[src/rtl/rgb_fade_seq.sv]
`default_nettype none
// ============================================================================
// Module   : rgb_fade_seq
// Brief    : Prescaled R->G->B->R colour-wheel fade sequencer that drives the
//            3-channel PWM stage. Optional gamma stage: RGB_FADE_GAMMA_EN.
// Revision : 1.0 - initial release
// ============================================================================
module rgb_fade_seq #(
  parameter int PRESCALE  = 128,
  parameter int STEP      = 1,
  parameter int MAX_LEVEL = 255
) (
  input  logic       clk,
  input  logic       resetn,
  input  logic       en,
  input  logic       hold,
  input  logic       restart,
  output logic [7:0] val0,
  output logic [7:0] val1,
  output logic [7:0] val2,
  output logic       load,
  output logic [1:0] phase,
  output logic       wrap
);

  typedef enum logic [1:0] {
    c_PH_R2G = 2'd0,
    c_PH_G2B = 2'd1,
    c_PH_B2R = 2'd2
  } phase_t;

  localparam logic [15:0]     c_PRESC_LAST = 16'(PRESCALE - 1);
  localparam logic [8:0]      c_STEP       = 9'(STEP);
  localparam logic [8:0]      c_MAX        = 9'(MAX_LEVEL);
  localparam logic [2:0][7:0] c_LIN_RST    = {8'd0, 8'd0, c_MAX[7:0]};

  phase_t          r_phase;
  phase_t          w_phase_nxt;
  phase_t          w_phase_adv;
  logic [2:0][7:0] r_lin;
  logic [2:0][7:0] w_lin_nxt;
  logic [15:0]     r_presc;
  logic [15:0]     w_presc_nxt;
  logic            r_load;
  logic            w_load_nxt;
  logic            r_wrap;
  logic            w_wrap_nxt;
  logic            r_init;
  logic            w_step;
  logic [1:0]      w_fall_idx;
  logic [1:0]      w_rise_idx;
  logic [8:0]      w_fall;
  logic [8:0]      w_rise;

  // Which channel falls, which rises, and where the phase goes on completion.
  always_comb begin
    w_fall_idx  = 2'd0;
    w_rise_idx  = 2'd1;
    w_phase_adv = c_PH_G2B;
    case (r_phase)
      c_PH_G2B: begin
        w_fall_idx  = 2'd1;
        w_rise_idx  = 2'd2;
        w_phase_adv = c_PH_B2R;
      end
      c_PH_B2R: begin
        w_fall_idx  = 2'd2;
        w_rise_idx  = 2'd0;
        w_phase_adv = c_PH_R2G;
      end
      default: ;
    endcase
  end

  assign w_fall = {1'b0, r_lin[w_fall_idx]};
  assign w_rise = {1'b0, r_lin[w_rise_idx]};
  assign w_step = en & ~hold & ~r_init & (r_presc == c_PRESC_LAST);

  // The init cycle keeps the prescaler at zero so the first step lands a full
  // PRESCALE clocks after the priming load.
  always_comb begin
    w_presc_nxt = r_presc + 16'd1;
    if (restart || r_init || !en) begin
      w_presc_nxt = '0;
    end else if (hold) begin
      w_presc_nxt = r_presc;
    end else if (r_presc == c_PRESC_LAST) begin
      w_presc_nxt = '0;
    end
  end

  always_comb begin
    w_lin_nxt   = r_lin;
    w_phase_nxt = r_phase;
    w_load_nxt  = 1'b0;
    w_wrap_nxt  = 1'b0;
    if (restart) begin
      w_lin_nxt   = c_LIN_RST;
      w_phase_nxt = c_PH_R2G;
      w_load_nxt  = 1'b1;
    end else if (r_init) begin
      w_load_nxt = 1'b1;
    end else if (w_step) begin
      w_load_nxt = 1'b1;
      // Compare before subtracting so the falling channel never underflows.
      if (w_fall > c_STEP) begin
        w_lin_nxt[w_fall_idx] = 8'(w_fall - c_STEP);
        w_lin_nxt[w_rise_idx] = 8'(w_rise + c_STEP);
      end else begin
        w_lin_nxt[w_fall_idx] = 8'd0;
        w_lin_nxt[w_rise_idx] = c_MAX[7:0];
        w_phase_nxt           = w_phase_adv;
        w_wrap_nxt            = (r_phase == c_PH_B2R);
      end
    end
  end

  always_ff @(posedge clk or negedge resetn) begin
    if (!resetn) begin
      r_lin   <= c_LIN_RST;
      r_phase <= c_PH_R2G;
      r_presc <= '0;
      r_load  <= 1'b0;
      r_wrap  <= 1'b0;
      r_init  <= 1'b1;
    end else begin
      r_lin   <= w_lin_nxt;
      r_phase <= w_phase_nxt;
      r_presc <= w_presc_nxt;
      r_load  <= w_load_nxt;
      r_wrap  <= w_wrap_nxt;
      r_init  <= 1'b0;
    end
  end

`ifdef RGB_FADE_GAMMA_EN
  typedef logic [7:0] lut_t [256];

  // Table is evaluated at elaboration only; no real arithmetic reaches gates.
  function automatic lut_t f_gamma_lut();
    lut_t lut;
    real  x;
    for (int i = 0; i < 256; i++) begin
      x      = 255.0 * ((real'(i) / 255.0) ** 2.2);
      lut[i] = 8'($rtoi(x + 0.5));
    end
    return lut;
  endfunction

  localparam lut_t c_GAMMA_LUT = f_gamma_lut();

  logic [2:0][7:0] r_gam;
  logic            r_load_d;
  logic            r_wrap_d;
  logic [1:0]      r_phase_d;

  always_ff @(posedge clk or negedge resetn) begin
    if (!resetn) begin
      r_gam     <= {8'd0, 8'd0, c_GAMMA_LUT[MAX_LEVEL]};
      r_load_d  <= 1'b0;
      r_wrap_d  <= 1'b0;
      r_phase_d <= 2'd0;
    end else begin
      for (int i = 0; i < 3; i++) begin
        r_gam[i] <= c_GAMMA_LUT[r_lin[i]];
      end
      r_load_d  <= r_load;
      r_wrap_d  <= r_wrap;
      r_phase_d <= r_phase;
    end
  end

  assign val0  = r_gam[0];
  assign val1  = r_gam[1];
  assign val2  = r_gam[2];
  assign load  = r_load_d;
  assign wrap  = r_wrap_d;
  assign phase = r_phase_d;
`else
  assign val0  = r_lin[0];
  assign val1  = r_lin[1];
  assign val2  = r_lin[2];
  assign load  = r_load;
  assign wrap  = r_wrap;
  assign phase = r_phase;
`endif

endmodule
`default_nettype wire

[config.mk]
export PLATFORM = sky130hd
export DESIGN_NAME = rgb_fade_seq
export DESIGN_NICKNAME = d
export VERILOG_FILES = /design/src/rtl/rgb_fade_seq.sv
export SDC_FILE = /design/constraint.sdc
export NUM_CORES = 1
export LEC_CHECK = 0
export BUFFER_PORTS_ARGS = -buffer_cell sky130_fd_sc_hd__buf_2
export CAP_MARGIN = 20
export CORE_MARGIN = 3
export CORE_UTILIZATION = 55
export CTS_CLUSTER_SIZE = 30
export DETAILED_ROUTE_END_ITERATION = 12
export PLACE_DENSITY = 0.72
export RECOVER_POWER = 25
export SLEW_MARGIN = 20
export SYNTH_ARGS = -nofsm -noshare
export SYNTH_HDL_FRONTEND = slang
export SYNTH_SLANG_ARGS = --single-unit
[constraint.sdc]
create_clock -name clk -period 8.23 [get_ports clk]
set_clock_uncertainty 0.1 [all_clocks]
set_input_delay 1.2345 -clock clk [delete_from_list [all_inputs] [get_ports clk]]
set_output_delay 1.2345 -clock clk [all_outputs]
set_load 0.05 [all_outputs]
==> results of run 1 <==
-- cells in the mapped netlist, types with 9 or more instances --
library cell / instances
dfstp_2: 9
o21ai_0: 32
nand3_1: 12
nor3_1: 9
inv_1: 11
o22ai_1: 9
nor2_1: 38
nand2_1: 41
xnor2_1: 16
a21oi_1: 19
mux2i_1: 22
dfrtp_1: 36
clkbuf_1: 14
-- placed cells by master, fill, tap and decap left out, drive strengths merged, types with 8 or more instances in the layout --
cell	Yosys	routed
nand2	42	42
nand3	12	12
mux2i	22	22
ha	8	8
xnor2	16	16
dfrtp	36	36
buf	14	33
inv	11	12
o22ai	9	9
a21oi	19	19
dfstp	9	9
nor2	38	38
o21ai	32	32
nor3	10	10
-- power by group --
part           leakage (uW)  switching, uW  total [uW]  internal (uW)
logic              0.000925           36.4        51.3           14.9
clock network     0.0000518           88.4         158           69.9
registers          0.000586           4.43         229            225
total               0.00156            129         439            310
-- flip-flops by register name, summed over array words and instances, names as in the netlist --
signal and cells:
phase 2, r_presc 16, val2 8, wrap 1, val1 8, r_init 1
load 1, val0 8
-- final timing paths --
check / end / slack (ns) / depth (start not counted)
max: val1[5] / 4.05 / 12
min: r_presc[14] / 0.42 / 1
max reg2reg: val1[5] / 4.05 / 12
min reg2reg: r_presc[14] / 0.42 / 1
max in group asynchronous: val1[6] / 5.12 / 1
min in group asynchronous: r_presc[8] / 1.54 / 1
-- stage by stage --
stage | cells | power [uW]
2_1_floorplan | 414 | 267
3_3_place_gp | 495 | 284
3_5_place_dp | 495 | 285
4_1_cts | 503 | 441
5_1_grt | 503 | 454
6_report | 503 | 439
-- area by class of cell --
| cell class | instances | area, sq um |
|---|---|---|
| fillers | 565 | 2320 |
| inverters | 12 | 45.0 |
| clock inverters | 2 | 17.5 |
| repair buffers | 34 | 174 |
| well taps | 75 | 93.8 |
| multi-input cells | 329 | 2190 |
| clock buffers | 6 | 82.6 |
| flip-flops and latches | 45 | 1140 |
-- worst max-delay path: cells and delay by family (launching register included) --
kind | cells | cell delay [ns]
fa+ha+maj | 2 | 0.47
flops | 1 | 0.44
mux | 1 | 0.28
simple gates | 5 | 1.62
buf+inv | 2 | 0.57
compound gates | 2 | 0.57
-- per-layer routing --
metal	wire length, um	GRT usage, %	vias up	part of all wire [%]
met3	739	4.51	16	7.5
met1	4730	42.2	1571	48
met2	4190	40.4	163	43
li1	-	-	1567	-
met5	0	0	-	0
met4	161	7.77	0	1.6
-- cell families after synthesis --
logic type	Yosys count	synth area share [%]
xor gates and xnor gates	20	4.97
and+or+nand+nor	149	21.6
DFF	45	32.3
adders and majority gates	8	2.84
AOI/OAI and AO/OA	128	25.9
muxes	23	6.57
other	1	0.106
buffers and inverters	40	5.75
==> results.sh, run 1 <==
export IMPL_outcome="complete, but fails checks"
export IMPL_violations="capacitance limit, slew limit"
export IMPL_critPathLaunchType="flop"
export IMPL_hold_path_startpoint="r_presc[14]"
export IMPL_via_per_inst=6.59
export IMPL_relSlewSlack_pct=-60.9
export IMPL_row_count=28
export IMPL_clock_path_buffers=2
export IMPL_setup_ws_ns=4.05
export IMPL_peakVddDrop_mv=0.101
export IMPL_cts_made_buffers=5
export IMPL_final_util_pct=61.6
export IMPL_synth_area_leaders="dfrtp_1, dfstp_2, mux2i_1, o21ai_0, nand2_1"
export IMPL_hold_viol=0
export IMPL_diodes=0
export IMPL_cp_max_fo=51
export IMPL_nNetsFinal=440
export IMPL_cts_setup_buffers=0
export IMPL_routabilityCongestion=0.962
export IMPL_yosysSeqAreaShare_pct=32.3
export IMPL_htree_levels=2
export IMPL_grt_pass1_vias=3086
export IMPL_fin_crit_ns=4.18
export IMPL_finalCritPeriodShare_pct=50.8
export IMPL_grt_max_degree=52
export IMPL_clk_pin_slew_ns=0.10
export IMPL_hp_class="flop to flop"
export IMPL_synth_edf_count=0
export IMPL_clock_sinks=45
export IMPL_rr_startpoint="phase[1]"
export IMPL_remaining_drc_errors=0
export IMPL_drtIter0Drc=377
export IMPL_worst_pin_slew_ns=2.41
export IMPL_postCtsHoldBufs=0
export IMPL_die_area_sq_um=7400
export IMPL_syn_inst=414
export IMPL_yosysUniqueCellTypes=69
export IMPL_fin_area_sq_um=3740
export IMPL_antenna_found_initial=0
export IMPL_dieHeight_um=86.0
export IMPL_crit_start="phase[1]"
export IMPL_syn_area_sq_um=3520
export IMPL_criticalPathCategory="flop to flop"
export IMPL_post_place_ws_ns=4.09
export IMPL_wirelength_mm=9.82
export IMPL_finalMaxSlewViolations=46
export IMPL_grt_usage_pct=27.7
export IMPL_static_leakage_power_uw=0.00156
export IMPL_cts_resized_gates=0
export IMPL_ant_nets=0
export IMPL_tns_ns=0
export IMPL_dp_hpwl_mm=6.82
export IMPL_syn_avg_cell_area_sq_um=8.51
export IMPL_ys_ff_latch=45
export IMPL_top_level_ports=33
export IMPL_placed_area_sq_um=3640
export IMPL_die_x_um=86.0
export IMPL_grt_first_pass_wirelength_mm=16.2
export IMPL_crit_top_cell="nor2_1"
export IMPL_cp_cell_sequence="inv_1, ha_2, buf_4, mux2i_1, a2bb2oi_2, ha_1, nor2_1, nor3_4, and2_1, nor2_1, and4_1, a211o_1"
export IMPL_end_kind="flop"
export IMPL_cp_data_arrival_time_ns=4.28
export IMPL_core_area_sq_um=6060
export IMPL_insertion_delay_ns=0.32
export IMPL_rsz0062_at_grt="no"
export IMPL_setup_violations=0
export IMPL_layout_drive_gt1_share_pct=14.5
export IMPL_async_reset_ff_share_pct=100
export IMPL_p_per_area_nw_per_um2=117
export IMPL_drtPass1Iterations=7
export IMPL_synth_ff_type="dfrtp_1"
export IMPL_fmax_mhz=239
export IMPL_worstPathRequired_ns=8.34
export IMPL_grt_overflow=0
export IMPL_ys_warn_count=0
export IMPL_max_cap_viol_count=1
export IMPL_area_growth_pct=6.04
export IMPL_portBuffers=32
export IMPL_wl_per_cell_um=19.5
export IMPL_hold_worst_slack_ns=0.421
export IMPL_synth_top_area_share_pct=25.6
export IMPL_cts_root_buf="clkbuf_8"
export IMPL_dr_total_vias=3317
export IMPL_synth_net_count=427
export IMPL_max_stage_delay_ns=0.84
export IMPL_initial_utilization_pct=58.1
export IMPL_cts_tree="built"
export IMPL_synth_top_area_cell="dfrtp_1"
export IMPL_critPathSlowestCell="and2_1"
No activity file was read; power rests on OpenSTA's default activity.
==> inputs of run 2 (changes only) <==
--- a/config.mk
+++ b/config.mk
@@ -5,13 +5,14 @@
 export SDC_FILE = /design/constraint.sdc
 export NUM_CORES = 1
 export LEC_CHECK = 0
+export ABC_AREA = 1
 export BUFFER_PORTS_ARGS = -buffer_cell sky130_fd_sc_hd__buf_2
 export CAP_MARGIN = 20
 export CORE_MARGIN = 3
 export CORE_UTILIZATION = 55
 export CTS_CLUSTER_SIZE = 30
 export DETAILED_ROUTE_END_ITERATION = 12
-export PLACE_DENSITY = 0.72
+export PLACE_DENSITY = 0.71
 export RECOVER_POWER = 25
 export SLEW_MARGIN = 20
 export SYNTH_ARGS = -nofsm -noshare
==> constraint.sdc (replaced) <==
create_clock -name clk -period 4 [get_ports clk]
set_clock_uncertainty 0.1 [all_clocks]
set_input_delay 0.6 -clock clk [delete_from_list [all_inputs] [get_ports clk]]
set_output_delay 0.6 -clock clk [all_outputs]
set_load 0.05 [all_outputs]
==> results.sh, run 2 <==
export IMPL_finalCritPeriodShare_pct=86.7
export IMPL_outcome="complete, but fails checks"
export IMPL_ys_warn_count=0
export IMPL_cts_tree="built"
export IMPL_grt_overflow=0
export IMPL_cts_setup_buffers=0
export IMPL_max_cap_viol_count=1
export IMPL_yosysSeqAreaShare_pct=29.9
export IMPL_worstPathRequired_ns=4.14
export IMPL_hold_viol=0
export IMPL_violations="capacitance limit, slew limit"
export IMPL_postCtsHoldBufs=0
export IMPL_fin_crit_ns=3.47
export IMPL_nNetsFinal=633
export IMPL_r2r_end="val0[2]"
export IMPL_cp_max_fo=15
export IMPL_final_cells=698
export IMPL_clock_sinks=45
export IMPL_rr_startpoint="phase[0]"
export IMPL_setup_violations=0
export IMPL_setup_ws_ns=0.531
export IMPL_tns_ns=0
export IMPL_relSlewSlack_pct=-24.5
export IMPL_syn_area_sq_um=3800
export IMPL_area_growth_pct=7.43
export IMPL_synth_edf_count=0
export IMPL_placed_cells=689
export IMPL_final_cell_mix="nand2_1, nand3_1, inv_1, o21ai_0, nor2_1"
export IMPL_row_count=29
export IMPL_ys_ff_latch=45
export IMPL_top_level_ports=33
export IMPL_rsz0062_at_grt="no"
export IMPL_portBuffers=32
export IMPL_grt_usage_pct=32.1
export IMPL_dr_total_vias=4290
export IMPL_synth_net_count=609
export IMPL_drtPass1Iterations=5
export IMPL_core_area_sq_um=6530
export IMPL_regMostFlops="r_presc"
export IMPL_routabilityCongestion=0.975
export IMPL_grt_max_degree=46
export IMPL_async_reset_ff_share_pct=100
export IMPL_ant_nets=0
export IMPL_synth_commonest_cells="nand2_1, nand3_1, inv_1"
export IMPL_rrSetupSlack_ns=0.53
export IMPL_clk_pin_slew_ns=0.11
export IMPL_fillers=664
export IMPL_insertion_delay_ns=0.32
export IMPL_drtIter0Drc=458
export IMPL_total_power_uw=2350
export IMPL_via_per_inst=6.15
export IMPL_grt_pass1_vias=3749
export IMPL_synth_ff_type="dfrtp_1"
export IMPL_p_per_area_nw_per_um2=575
export IMPL_finalMaxSlewViolations=34
export IMPL_clock_path_buffers=2
export IMPL_grt_first_pass_wirelength_mm=19.4
export IMPL_multi_input_area_sq_um=2270
export IMPL_rr_worst_depth=13
export IMPL_final_common_cell="nand2_1"
export IMPL_initial_utilization_pct=58.2
export IMPL_post_place_ws_ns=0.650
export IMPL_die_x_um=89.2
export IMPL_synth_top_area_cell="dfrtp_1"
export IMPL_wl_per_cell_um=17.7
export IMPL_cts_made_buffers=5
export IMPL_cts_resized_gates=0
export IMPL_synth_area_leaders="dfrtp_1, nand2_1, nand3_1, o21ai_0, inv_1"
export IMPL_worst_pin_slew_ns=1.87
export IMPL_largest_reg_flops=16
export IMPL_wirelength_mm=12.3
export IMPL_syn_inst=596
export IMPL_crit_start="phase[0]"
export IMPL_die_area_sq_um=7950
export IMPL_fmax_mhz=288
export IMPL_antenna_found_initial=0
export IMPL_synth_top_area_share_pct=23.7
export IMPL_yosysUniqueCellTypes=43
export IMPL_dieHeight_um=89.2
export IMPL_criticalPathCategory="flop to flop"
export IMPL_peakVddDrop_mv=0.271
export IMPL_htree_levels=2
export IMPL_critPathLaunchType="flop"
export IMPL_final_seq_area_sq_um=1140
export IMPL_remaining_drc_errors=0
export IMPL_yosysMostFrequentCell="nand2_1"
export IMPL_syn_avg_cell_area_sq_um=6.38
export IMPL_static_leakage_power_uw=0.00201
export IMPL_cts_root_buf="clkbuf_8"
export IMPL_hp_class="input port to async pin"
export IMPL_diodes=0
export IMPL_end_kind="flop"
export IMPL_layout_drive_gt1_share_pct=12.9
export IMPL_dp_hpwl_mm=9.06
export IMPL_worstSetupEndpoint="val0[2]"
export IMPL_cp_data_arrival_time_ns=3.61
==> run 2: changes by cell type after synthesis, sizes merged, moves of 7 or more <==
cell / change
nand3: +72
nor2b: -7
xnor2: -15
a221oi: -7
o21ai: +28
inv: +57
a21oi: +20
a2bb2oi: -7
nand2: +128
clkbuf: -7
nor2: +15
mux2i: -21
a31oi: -7
==> run 2: area by class of cell <==
class,instances,share of cell area [%]
inverter,69,6.34
clock buffer,5,1.68
clock inverter,3,1.16
timing repair buffer,39,5.08
sequential,45,27.8
multi-input combinational,460,55.5
tap,77,2.36
==> run 2: layer usage <==
metal / wire (um) / GRT usage, % / vias up
met4: 444 / 14.1 / 0
met3: 1100 / 4.88 / 33
li1: - / - / 2016
met2: 5130 / 45.1 / 256
met1: 5660 / 48.3 / 1985
met5: 0 / 0 / -
==> run 2: power by group <==
group,internal (uW),switching (uW),total (uW)
clock,191,184,375
combinational,354,977,1330
sequential,545,97.5,642
total,1090,1260,2350
==> run 2: through the flow <==
stage	instance area, sq um	hold WS [ns]	util, %
after global placement	3970	0.389	60.7
after detailed placement	3970	0.405	60.7
after CTS	4080	0.394	62.5
final	4090	0.193	62.6
after floorplan	3800	0.204	-
after global routing	4090	0.249	62.6
==> run 2: cells by family after synthesis <==
kind of cell,after synthesis,synth area share [%]
AND/OR/NAND/NOR,332,39.7
AO/OA/AOI/OAI,114,16.0
buffers and inverters,91,10.4
flip-flops,45,29.9
adder cells (fa/ha/maj),8,2.63
XOR/XNOR,4,0.921
other,1,0.0986
multiplexers,1,0.263
==> run 2: worst min path at each step <==
stage | startpoint | to | slack, ns | cells past startpoint
6_report | resetn | r_presc[2] | 0.19 | 1
5_1_grt | resetn | r_presc[2] | 0.25 | 1
2_1_floorplan | resetn | load | 0.20 | 0
4_1_cts | resetn | r_presc[2] | 0.39 | 1
3_5_place_dp | r_presc[1] | r_presc[1] | 0.40 | 2
3_3_place_gp | val1[6] | val1[6] | 0.39 | 2
==> run 2: worst max-delay path: stages, from the launching register on <==
cell and delay [ns]:
dfrtp_1 0.43, inv_1 0.11, ha_1 0.31, inv_1 0.42, nand2_2 0.20, o21ai_0 0.63, ha_1 0.36, inv_1 0.09
xor2_1 0.24, nor2_1 0.06, o21ai_0 0.22, nand2_1 0.09, nand2_1 0.06, o21ai_0 0.08
==> inputs of run 3 (changes only) <==
--- a/config.mk
+++ b/config.mk
@@ -8,12 +8,14 @@
 export ABC_AREA = 1
 export BUFFER_PORTS_ARGS = -buffer_cell sky130_fd_sc_hd__buf_2
 export CAP_MARGIN = 20
+export CORE_ASPECT_RATIO = 0.8
 export CORE_MARGIN = 3
-export CORE_UTILIZATION = 55
+export CORE_UTILIZATION = 51
 export CTS_CLUSTER_SIZE = 30
 export DETAILED_ROUTE_END_ITERATION = 12
-export PLACE_DENSITY = 0.71
+export PLACE_DENSITY = 0.67
 export RECOVER_POWER = 25
+export REMOVE_ABC_BUFFERS = 1
 export SLEW_MARGIN = 20
 export SYNTH_ARGS = -nofsm -noshare
 export SYNTH_HDL_FRONTEND = slang
==> results.sh, run 3 (synthesis results as in run 2) <==
export IMPL_cts_tree="built"
export IMPL_grt_max_degree=46
export IMPL_via_per_inst=5.96
export IMPL_outcome="complete, but fails checks"
export IMPL_ant_nets=0
export IMPL_static_leakage_power_uw=0.00201
export IMPL_grt_overflow=0
export IMPL_setup_ws_ns=0.636
export IMPL_cts_made_buffers=5
export IMPL_post_place_ws_ns=0.698
export IMPL_core_area_sq_um=7060
export IMPL_peakVddDrop_mv=0.394
export IMPL_fmax_mhz=297
export IMPL_fin_crit_ns=3.36
export IMPL_p_per_area_nw_per_um2=574
export IMPL_rsz0062_at_grt="no"
export IMPL_antenna_found_initial=0
export IMPL_htree_levels=2
export IMPL_initial_utilization_pct=53.9
export IMPL_cts_setup_buffers=0
export IMPL_grt_first_pass_wirelength_mm=20.2
export IMPL_dp_hpwl_mm=9.21
export IMPL_worstPathRequired_ns=4.09
export IMPL_portBuffers=32
export IMPL_insertion_delay_ns=0.32
export IMPL_cp_data_arrival_time_ns=3.45
export IMPL_final_common_cell="nand2_1"
export IMPL_row_count=27
export IMPL_wl_per_cell_um=17.5
export IMPL_criticalPathCategory="flop to flop"
export IMPL_critPathLaunchType="flop"
export IMPL_clock_sinks=45
export IMPL_finalMaxSlewViolations=46
export IMPL_layout_drive_gt1_share_pct=12.8
export IMPL_routabilityCongestion=1.05
export IMPL_cp_max_fo=15
export IMPL_final_util_pct=57.9
export IMPL_nNetsFinal=631
export IMPL_clock_path_buffers=2
export IMPL_top_level_ports=33
export IMPL_postCtsHoldBufs=0
export IMPL_clk_pin_slew_ns=0.10
export IMPL_dieHeight_um=83.2
export IMPL_dr_total_vias=4205
export IMPL_diodes=0
export IMPL_rrSetupSlack_ns=0.64
export IMPL_max_cap_viol_count=1
export IMPL_largest_reg_flops=16
export IMPL_grt_usage_pct=30.0
export IMPL_die_x_um=103
export IMPL_die_area_sq_um=8540
export IMPL_drtIter0Drc=612
export IMPL_hp_class="flop to flop"
export IMPL_relSlewSlack_pct=-66.5
export IMPL_violations="capacitance limit, slew limit"
export IMPL_area_growth_pct=7.47
export IMPL_fillers=707
export IMPL_cts_root_buf="clkbuf_8"
export IMPL_wirelength_mm=12.3
export IMPL_finalCritPeriodShare_pct=84.1
export IMPL_regMostFlops="r_presc"
export IMPL_worst_pin_slew_ns=2.50
export IMPL_tns_ns=0
export IMPL_end_kind="flop"
export IMPL_final_cell_mix="nand2_1, nand3_1, inv_1, o21ai_0, nor2_1"
export IMPL_drtPass1Iterations=6
export IMPL_grt_pass1_vias=3895
export IMPL_remaining_drc_errors=0
export IMPL_setup_violations=0
export IMPL_hold_viol=0
export IMPL_cts_resized_gates=0
export IMPL_hold_worst_slack_ns=0.411
-- run 3: changes by cell type in the layout (fill, tap and decap cells not counted) --
| cell | before | now |
|---|---|---|
| clkbuf_1 | 2 | 1 |
| buf_4 | 6 | 5 |
-- run 3: layout make-up --
class                           instances  area [sq um]  share of cell area (%)
Clock buffer                            5          68.8                    1.68
Clock inverter                          3          47.5                    1.16
Inverter                               69           259                    6.34
Multi-Input combinational cell        460          2270                    55.5
Sequential cell                        45          1140                    27.8
Tap cell                               87           109                    2.66
Timing Repair Buffer                   37           196                    4.81
-- run 3: critical path, stage by stage (launching register included) --
cell     delay [ns]
dfrtp_1        0.41
inv_1          0.10
ha_1           0.32
inv_1          0.44
nand2_2        0.15
o21ai_0        0.54
ha_1           0.40
inv_1          0.11
xor2_1         0.28
o21ai_0        0.11
o21ai_0        0.19
o22ai_1        0.09
-- run 3: report_power, final --
group          switching, uW  internal, uW
sequential              94.7           545
clock                    186           191
combinational            977           353
-- run 3: final timing paths --
path	start	end	depth (start not counted)
setup / recovery	phase[0]	val1[2]	11
hold / removal	r_presc[0]	r_presc[0]	1
setup reg to reg	phase[0]	val1[2]	11
hold reg to reg	r_presc[0]	r_presc[0]	1
max in group asynchronous	resetn	val2[6]	1
min in group asynchronous	resetn	r_presc[3]	1
-- run 3: through the flow --
step | instance area, sq um | instances | total power [uW]
after CTS | 4090 | 706 | 2330
after detailed placement | 3970 | 698 | 1950
after global placement | 3970 | 698 | 1950
after global routing | 4090 | 706 | 2520
final | 4090 | 706 | 2350
after floorplan | 3670 | 574 | 1590
-- run 3: metal layers --
metal  global-route usage [%]  vias to the layer above  part of all wire [%]
met1                     48.7                     1916                    46
met2                     39.0                      247                    39
li1                         -                     2016                     -
met3                     5.63                       26                    12
met5                        0                        -                     0
met4                     9.06                        0                   2.3
